### src/rtl/pcs_pkg.sv
// Shared PCS receive-side definitions: sync header codes, BER monitor states
// and the default BER window length.
package pcs_pkg;

   localparam logic [1:0] SYNC_HDR_DATA = 2'b01;
   localparam logic [1:0] SYNC_HDR_CTRL = 2'b10;

   // 125 us at 322.265625 MHz
   localparam int unsigned BER_WINDOW_CYCLES_DEFAULT = 40283;

   typedef enum logic [1:0] {
      ST_INIT   = 2'd0,
      ST_TEST   = 2'd1,
      ST_HI_BER = 2'd2
   } ber_state_t;

endpackage : pcs_pkg

### src/rtl/rx_ber_monitor.sv
// Receive-side PCS high-BER controller. Counts invalid sync headers over a
// fixed cycle-based window and raises o_hi_ber when a window hits BER_THRESH.
//
// Ports:
//   i_clk          PCS RX clock
//   i_reset_n      asynchronous active-low reset
//   i_hdr          sync header from block sync
//   i_hdr_valid    qualifier for i_hdr (low on gearbox stall cycles)
//   i_block_lock   block lock from the lock-state logic
//   i_ber_cnt_clr  management clear pulse for o_ber_count
//   o_hi_ber       high-BER status
//   o_ber_count    saturating invalid-header count
//   o_win_done     one-cycle pulse after each window terminal cycle
module rx_ber_monitor
   import pcs_pkg::*;
#(
   parameter int unsigned HDR_WIDTH     = 2,
   parameter int unsigned TIMER_CYCLES  = BER_WINDOW_CYCLES_DEFAULT,
   parameter int unsigned BER_THRESH    = 16,
   parameter int unsigned BER_CNT_WIDTH = 6
) (
   input  logic                     i_clk,
   input  logic                     i_reset_n,
   input  logic [HDR_WIDTH-1:0]     i_hdr,
   input  logic                     i_hdr_valid,
   input  logic                     i_block_lock,
   input  logic                     i_ber_cnt_clr,
   output logic                     o_hi_ber,
   output logic [BER_CNT_WIDTH-1:0] o_ber_count,
   output logic                     o_win_done
);

   localparam int unsigned TMR_W = (TIMER_CYCLES > 1) ? $clog2(TIMER_CYCLES) : 1;
   localparam int unsigned WIN_W = $clog2(BER_THRESH + 1);

   localparam logic [TMR_W-1:0]         TMR_LAST   = TMR_W'(TIMER_CYCLES - 1);
   localparam logic [WIN_W-1:0]         WIN_THRESH = WIN_W'(BER_THRESH);
   localparam logic [BER_CNT_WIDTH-1:0] CNT_MAX    = '1;

   ber_state_t               state_q, state_d;
   logic [TMR_W-1:0]         timer_q, timer_d;
   logic [WIN_W-1:0]         win_cnt_q, win_cnt_d;
   logic                     hi_ber_q, hi_ber_d;
   logic [BER_CNT_WIDTH-1:0] ber_cnt_q, ber_cnt_d;
   logic                     win_done_q, win_done_d;

   logic hdr_bad_c;
   logic timer_last_c;
   logic [WIN_W-1:0] win_inc_c;

   assign hdr_bad_c    = i_hdr_valid
                         && (i_hdr != HDR_WIDTH'(SYNC_HDR_DATA))
                         && (i_hdr != HDR_WIDTH'(SYNC_HDR_CTRL));
   assign timer_last_c = (timer_q == TMR_LAST);
   assign win_inc_c    = WIN_W'(win_cnt_q + 1'b1);

   // State and status registers
   always_ff @(posedge i_clk or negedge i_reset_n) begin
      if (!i_reset_n) begin
         state_q    <= ST_INIT;
         timer_q    <= '0;
         win_cnt_q  <= '0;
         hi_ber_q   <= 1'b0;
         ber_cnt_q  <= '0;
         win_done_q <= 1'b0;
      end else begin
         state_q    <= state_d;
         timer_q    <= timer_d;
         win_cnt_q  <= win_cnt_d;
         hi_ber_q   <= hi_ber_d;
         ber_cnt_q  <= ber_cnt_d;
         win_done_q <= win_done_d;
      end
   end

   // Next-state: window FSM, timer, window counter and management counter
   always_comb begin
      state_d    = state_q;
      timer_d    = timer_last_c ? '0 : TMR_W'(timer_q + 1'b1);
      win_cnt_d  = win_cnt_q;
      hi_ber_d   = hi_ber_q;
      win_done_d = 1'b0;

      // Clear wins over a same-cycle header, which then counts on top of zero
      ber_cnt_d = i_ber_cnt_clr ? '0 : ber_cnt_q;
      if (hdr_bad_c && i_block_lock && (ber_cnt_d != CNT_MAX)) begin
         ber_cnt_d = BER_CNT_WIDTH'(ber_cnt_d + 1'b1);
      end

      if (!i_block_lock) begin
         state_d   = ST_INIT;
         timer_d   = '0;
         win_cnt_d = '0;
         hi_ber_d  = 1'b0;
      end else begin
         unique case (state_q)
            ST_INIT: begin
               state_d   = ST_TEST;
               timer_d   = '0;
               win_cnt_d = '0;
               hi_ber_d  = 1'b0;
            end
            ST_TEST: begin
               win_done_d = timer_last_c;
               // A header on the terminal cycle is judged before the window closes
               if (hdr_bad_c && (win_inc_c == WIN_THRESH)) begin
                  state_d   = ST_HI_BER;
                  win_cnt_d = WIN_THRESH;
                  hi_ber_d  = 1'b1;
               end else if (timer_last_c) begin
                  win_cnt_d = '0;
                  hi_ber_d  = 1'b0;
               end else if (hdr_bad_c) begin
                  win_cnt_d = win_inc_c;
               end
            end
            ST_HI_BER: begin
               if (timer_last_c) begin
                  state_d    = ST_TEST;
                  win_cnt_d  = '0;
                  win_done_d = 1'b1;
               end
            end
            default: begin
               state_d   = ST_INIT;
               timer_d   = '0;
               win_cnt_d = '0;
               hi_ber_d  = 1'b0;
            end
         endcase
      end
   end

   assign o_hi_ber    = hi_ber_q;
   assign o_ber_count = ber_cnt_q;
   assign o_win_done  = win_done_q;

   a_win_cnt_bound: assert property (@(posedge i_clk) disable iff (!i_reset_n)
      win_cnt_q <= WIN_THRESH);

   a_no_done_in_init: assert property (@(posedge i_clk) disable iff (!i_reset_n)
      !(win_done_q && (state_q == ST_INIT)));

endmodule : rx_ber_monitor

### config.mk
export PLATFORM = sky130hd
export DESIGN_NAME = rx_ber_monitor
export DESIGN_NICKNAME = d
export VERILOG_FILES = /design/src/rtl/pcs_pkg.sv /design/src/rtl/rx_ber_monitor.sv
export SDC_FILE = /design/constraint.sdc
export NUM_CORES = 1
export LEC_CHECK = 0
export ABC_CLOCK_PERIOD_IN_PS = 2200
export CAP_MARGIN = 10
export CORE_ASPECT_RATIO = 0.9
export CORE_MARGIN = 2
export CORE_UTILIZATION = 55
export DETAILED_ROUTE_END_ITERATION = 8
export PLACE_DENSITY = 0.77
export SYNTH_ARGS = -nofsm -noshare
export SYNTH_HDL_FRONTEND = slang
export SYNTH_SLANG_ARGS = --single-unit
### constraint.sdc
create_clock -name i_clk -period 2.2 [get_ports i_clk]
set_clock_uncertainty 0.2 [all_clocks]
set_input_delay 0.55 -clock i_clk [delete_from_list [all_inputs] [get_ports i_clk]]
set_output_delay 0.55 -clock i_clk [all_outputs]
set_load 0.01 [all_outputs]
==> implementation parameters <==
Parameter                              Value

Finish
  Layout net count ... 224
  Area growth from synthesis to final layout ... 20.4%
  Antenna diode instance count ... 0
  Share of final-layout standard cells stronger than drive strength 1 ... 15.5%
  Post-Route Utilization ... 68.5%
  Number of filler instances in the final layout ... 263
  Area of all placed cells without fillers ... 2070 um^2

Synthesis
  Dominant cells by area after synthesis ... dfrtp_1 45%, ha_1 6.6%, xor2_1 6.1%
  Area share of the leading cell type in the synthesized netlist ... 45.2%
  Count of different cell masters after synthesis ... 36
  Gate count of the mapped netlist ... 175
  Post-synth EDFFs ... 0
  Library cell occupying the most area in the post-synthesis netlist ... dfrtp_1
  Net count after synthesis ... 191
  Flip-flop and latch count after synthesis ... 31
  List of most frequent post-synthesis cells ... 31 x dfrtp_1, 24 x nor2_1, 16 x nand2_1
  Combined area of all synthesized cells ... 1720 um^2
  Share of synthesized area occupied by flip-flops and latches ... 45.2%
  Fraction of registers with async set or reset after synthesis ... 100%
  Synthesis warning total ... 0
  Ys flop type ... dfrtp_1
  Mapped Avg Cell Area ... 9.82 um^2
  Most repeated cell in the gate-level netlist after synthesis ... dfrtp_1

Timing
  Hold violation total from the final report ... 0
  Tightest slew margin relative to the limit ... 71.4%
  Post-route clock period utilization ... 97.9%
  Slew Viols, Final ... 0
  Transition time at the pin with the least slew margin ... 423 ps
  Setup-failing EPs final ... 0
  Maximum clock rate ... 464 MHz
  Clock period minus worst slack ... 2150 ps

Power
  Combinational share of power ... 13.2%
  VDD IR max ... 0.000331 V
  Clock power frac ... 29.1%
  Total design power ... 0.00103 W
  Total power divided by cell area ... 498 nW/um^2
  Static power due to leakage ... 0.872 nW
  Net Sw Frac ... 26.4%
  NetSw ... 0.000272 W
  Sequential group share of total power ... 57.7%
  Internal power ... 0.000757 W

Clock network
  Worst-path clk slew ... 100 ps
  Clock latency at the later pin of the worst-skew pair ... 330 ps
  TritonCTS clock tree ... yes
  CTS HTree Levels ... 2
  Clk root buf ... clkbuf_4
  CTS Buf Count ... 5
  Maximum buffer depth of the clock tree ... 2
  CTS Hold Bufs ... 0
  Sink Count ... 31

Setup path
  Data arrival, critical path ... 2180 ps
  Count of cells along the worst register-to-register path ... 7
  Worst r2r src ... win_cnt_q[1]$_DFFE_PN0P_
  Largest delay share family, worst path ... simple AND/OR/NAND/NOR gates
  Register-to-register setup slack ... 80 ps
  Startpoint class of the critical path ... input port
  Crit. path cell count ... 8
  Cells traversed along the worst timing path ... clkdlybuf4s50_1 > nor2b_1 > ha_1 > nand2_1 > nor3_2 > nor4b_1 > xnor2_1 > nor2_1
  Crit. End Element ... flip-flop
  Largest stage delay on the critical path ... 510 ps
  Maximum fanout count along the critical path ... 4
  Data required, critical path ... 2230 ps
  Class of the most critical setup path ... input port to flip-flop
  Cell type of the slowest stage on the worst timing path ... clkdlybuf4s50_1
  Worst r2r dst ... win_cnt_q[0]$_DFFE_PN0P_
  Total buffers and inverters traversed by the critical path ... 1

Worst hold path
  Sink of the worst hold path ... timer_q[0]$_DFF_PN0_
  Min-Delay Path Depth ... 1
  Worst hold-check path type ... flip-flop to flip-flop
  Worst min-delay path startpoint ... timer_q[0]$_DFF_PN0_

Route
  Wire per inst ... 14.8 um
  Number of violations reported at the end of detailed-routing iteration 0 ... 122
  Post-detailed-route via-to-cell ratio ... 5.57
  Count of nets left with antenna violations after detail routing ... 0
  Routed WL ... 3670 um
  Pre-Repair DR Iteration Count ... 4
  Drt drc ... 0
  Routed via count ... 1386

Outcome
  Outcome ... completed

Placement
  Buffers on Ports ... 14
  Placement-stage cell area ... 2000 um^2
  Detail Placement HPWL ... 2660 um
  Routability congestion estimate from global placement ... 0.890

Global route
  Via count of the first global-routing pass ... 1386
  Pin count of the biggest net entering global routing ... 32
  Grt total ovfl ... 0
  Wire length of the first global-routing pass ... 6160 um
  Gr usage total ... 22.5%
  Antenna violations before repair ... 0

Floorplanning
  Cell Rows ... 19
  Die Y-Extent ... 57.0 um
  DIE AREA ... 3590 um^2
  Starting density of the core ... 56.9%
  Top-level port count ... 15
  Area of the core ... 3020 um^2
  Horizontal extent of the die ... 62.9 um

Flow run
  Max Cap Violations ... 0
-- logic make-up after synthesis --
logic type / share of synthesized area [%]
XOR/XNOR: 12.6
AO/OA/AOI/OAI: 4.01
flip-flops: 45.2
adder cells (fa/ha/maj): 6.56
buffers and inverters: 2.55
AND/OR/NAND/NOR: 27.9
multiplexers: 1.24
-- state kept, by name, summed over array words and instances (netlist names) --
| name | cells |
|---|---|
| o_ber_count | 6 |
| o_hi_ber | 1 |
| timer_q | 16 |
| state_q | 2 |
| o_win_done | 1 |
| win_cnt_q | 5 |
-- final cells by class --
type                    instances  area [um^2]  area share [%]
clock buffers                   6         41.3            2.00
flip-flops and latches         31          776            37.5
multi-input cells             135          923            44.6
well taps                      42         52.6            2.54
repair buffers                 29          253            12.2
inverters                       6         22.5            1.09
-- per-layer routing --
metal | global-route usage [%] | up-vias | share of wire, %
met3 | 6.71 | 8 | 4.3
met4 | 13.7 | 0 | 2.1
met5 | 0 | - | 0
met2 | 37.2 | 40 | 52
met1 | 26.0 | 674 | 42
li1 | - | 664 | -
-- power by group through the flow --
stage | Clock, W | Sequential, W | Combinational (W)
after floorplan | 0 | 0.000604 | 0.0000615
after global placement | 0 | 0.000602 | 0.000128
after detailed placement | 0 | 0.000603 | 0.000135
after CTS | 0.000315 | 0.000592 | 0.000136
after global routing | 0.000338 | 0.000596 | 0.000148
final | 0.000300 | 0.000594 | 0.000135
-- per-stage QoR --
stage	setup WS, ps	TNS [ps]	hold slack, ps	cells
2_1_floorplan	205	0	54.4	175
5_1_grt	-11.2	-17.2	317	249
3_3_place_gp	-211	-1200	272	243
3_5_place_dp	-357	-2390	281	243
4_1_cts	10.2	0	293	249
6_report	45.5	0	290	249
-- worst max-delay path by stage --
stage | from | end | slack (ps)
detailed placement | i_ber_cnt_clr | o_ber_count[1]$_DFF_PN0_ | -360
CTS | i_ber_cnt_clr | o_ber_count[0]$_DFF_PN0_ | 10
floorplan | i_ber_cnt_clr | o_ber_count[1]$_DFF_PN0_ | 200
global placement | i_ber_cnt_clr | o_ber_count[1]$_DFF_PN0_ | -210
global route | i_ber_cnt_clr | o_ber_count[4]$_DFF_PN0_ | -10
finish | i_ber_cnt_clr | o_ber_count[4]$_DFF_PN0_ | 50
-- timing repair --
| item | 4_1_cts | 5_1_grt |
|---|---|---|
| gates resized for setup | 0 | 4 |
| setup endpoints to repair | 0 | 6 |
| setup buffers | 0 | 0 |
-- cells in the final DEF, fill, tap and decap left out, drive strengths merged, types with 2 or more instances in the layout --
master	Yosys	final
a21oi	5	5
a31oi	2	2
and3	2	2
and4	2	2
buf	3	15
clkbuf	0	6
clkdlybuf4s50	0	14
dfrtp	31	31
ha	9	9
inv	6	6
nand2	16	16
nand2b	4	4
nand3	15	15
nand4	5	5
nor2	24	24
nor2b	2	2
nor3	8	8
nor4	2	2
o21ai	2	2
or3	2	2
or4	2	2
xnor2	11	11
xor2	12	12
Power figures use the tool's default switching activity.
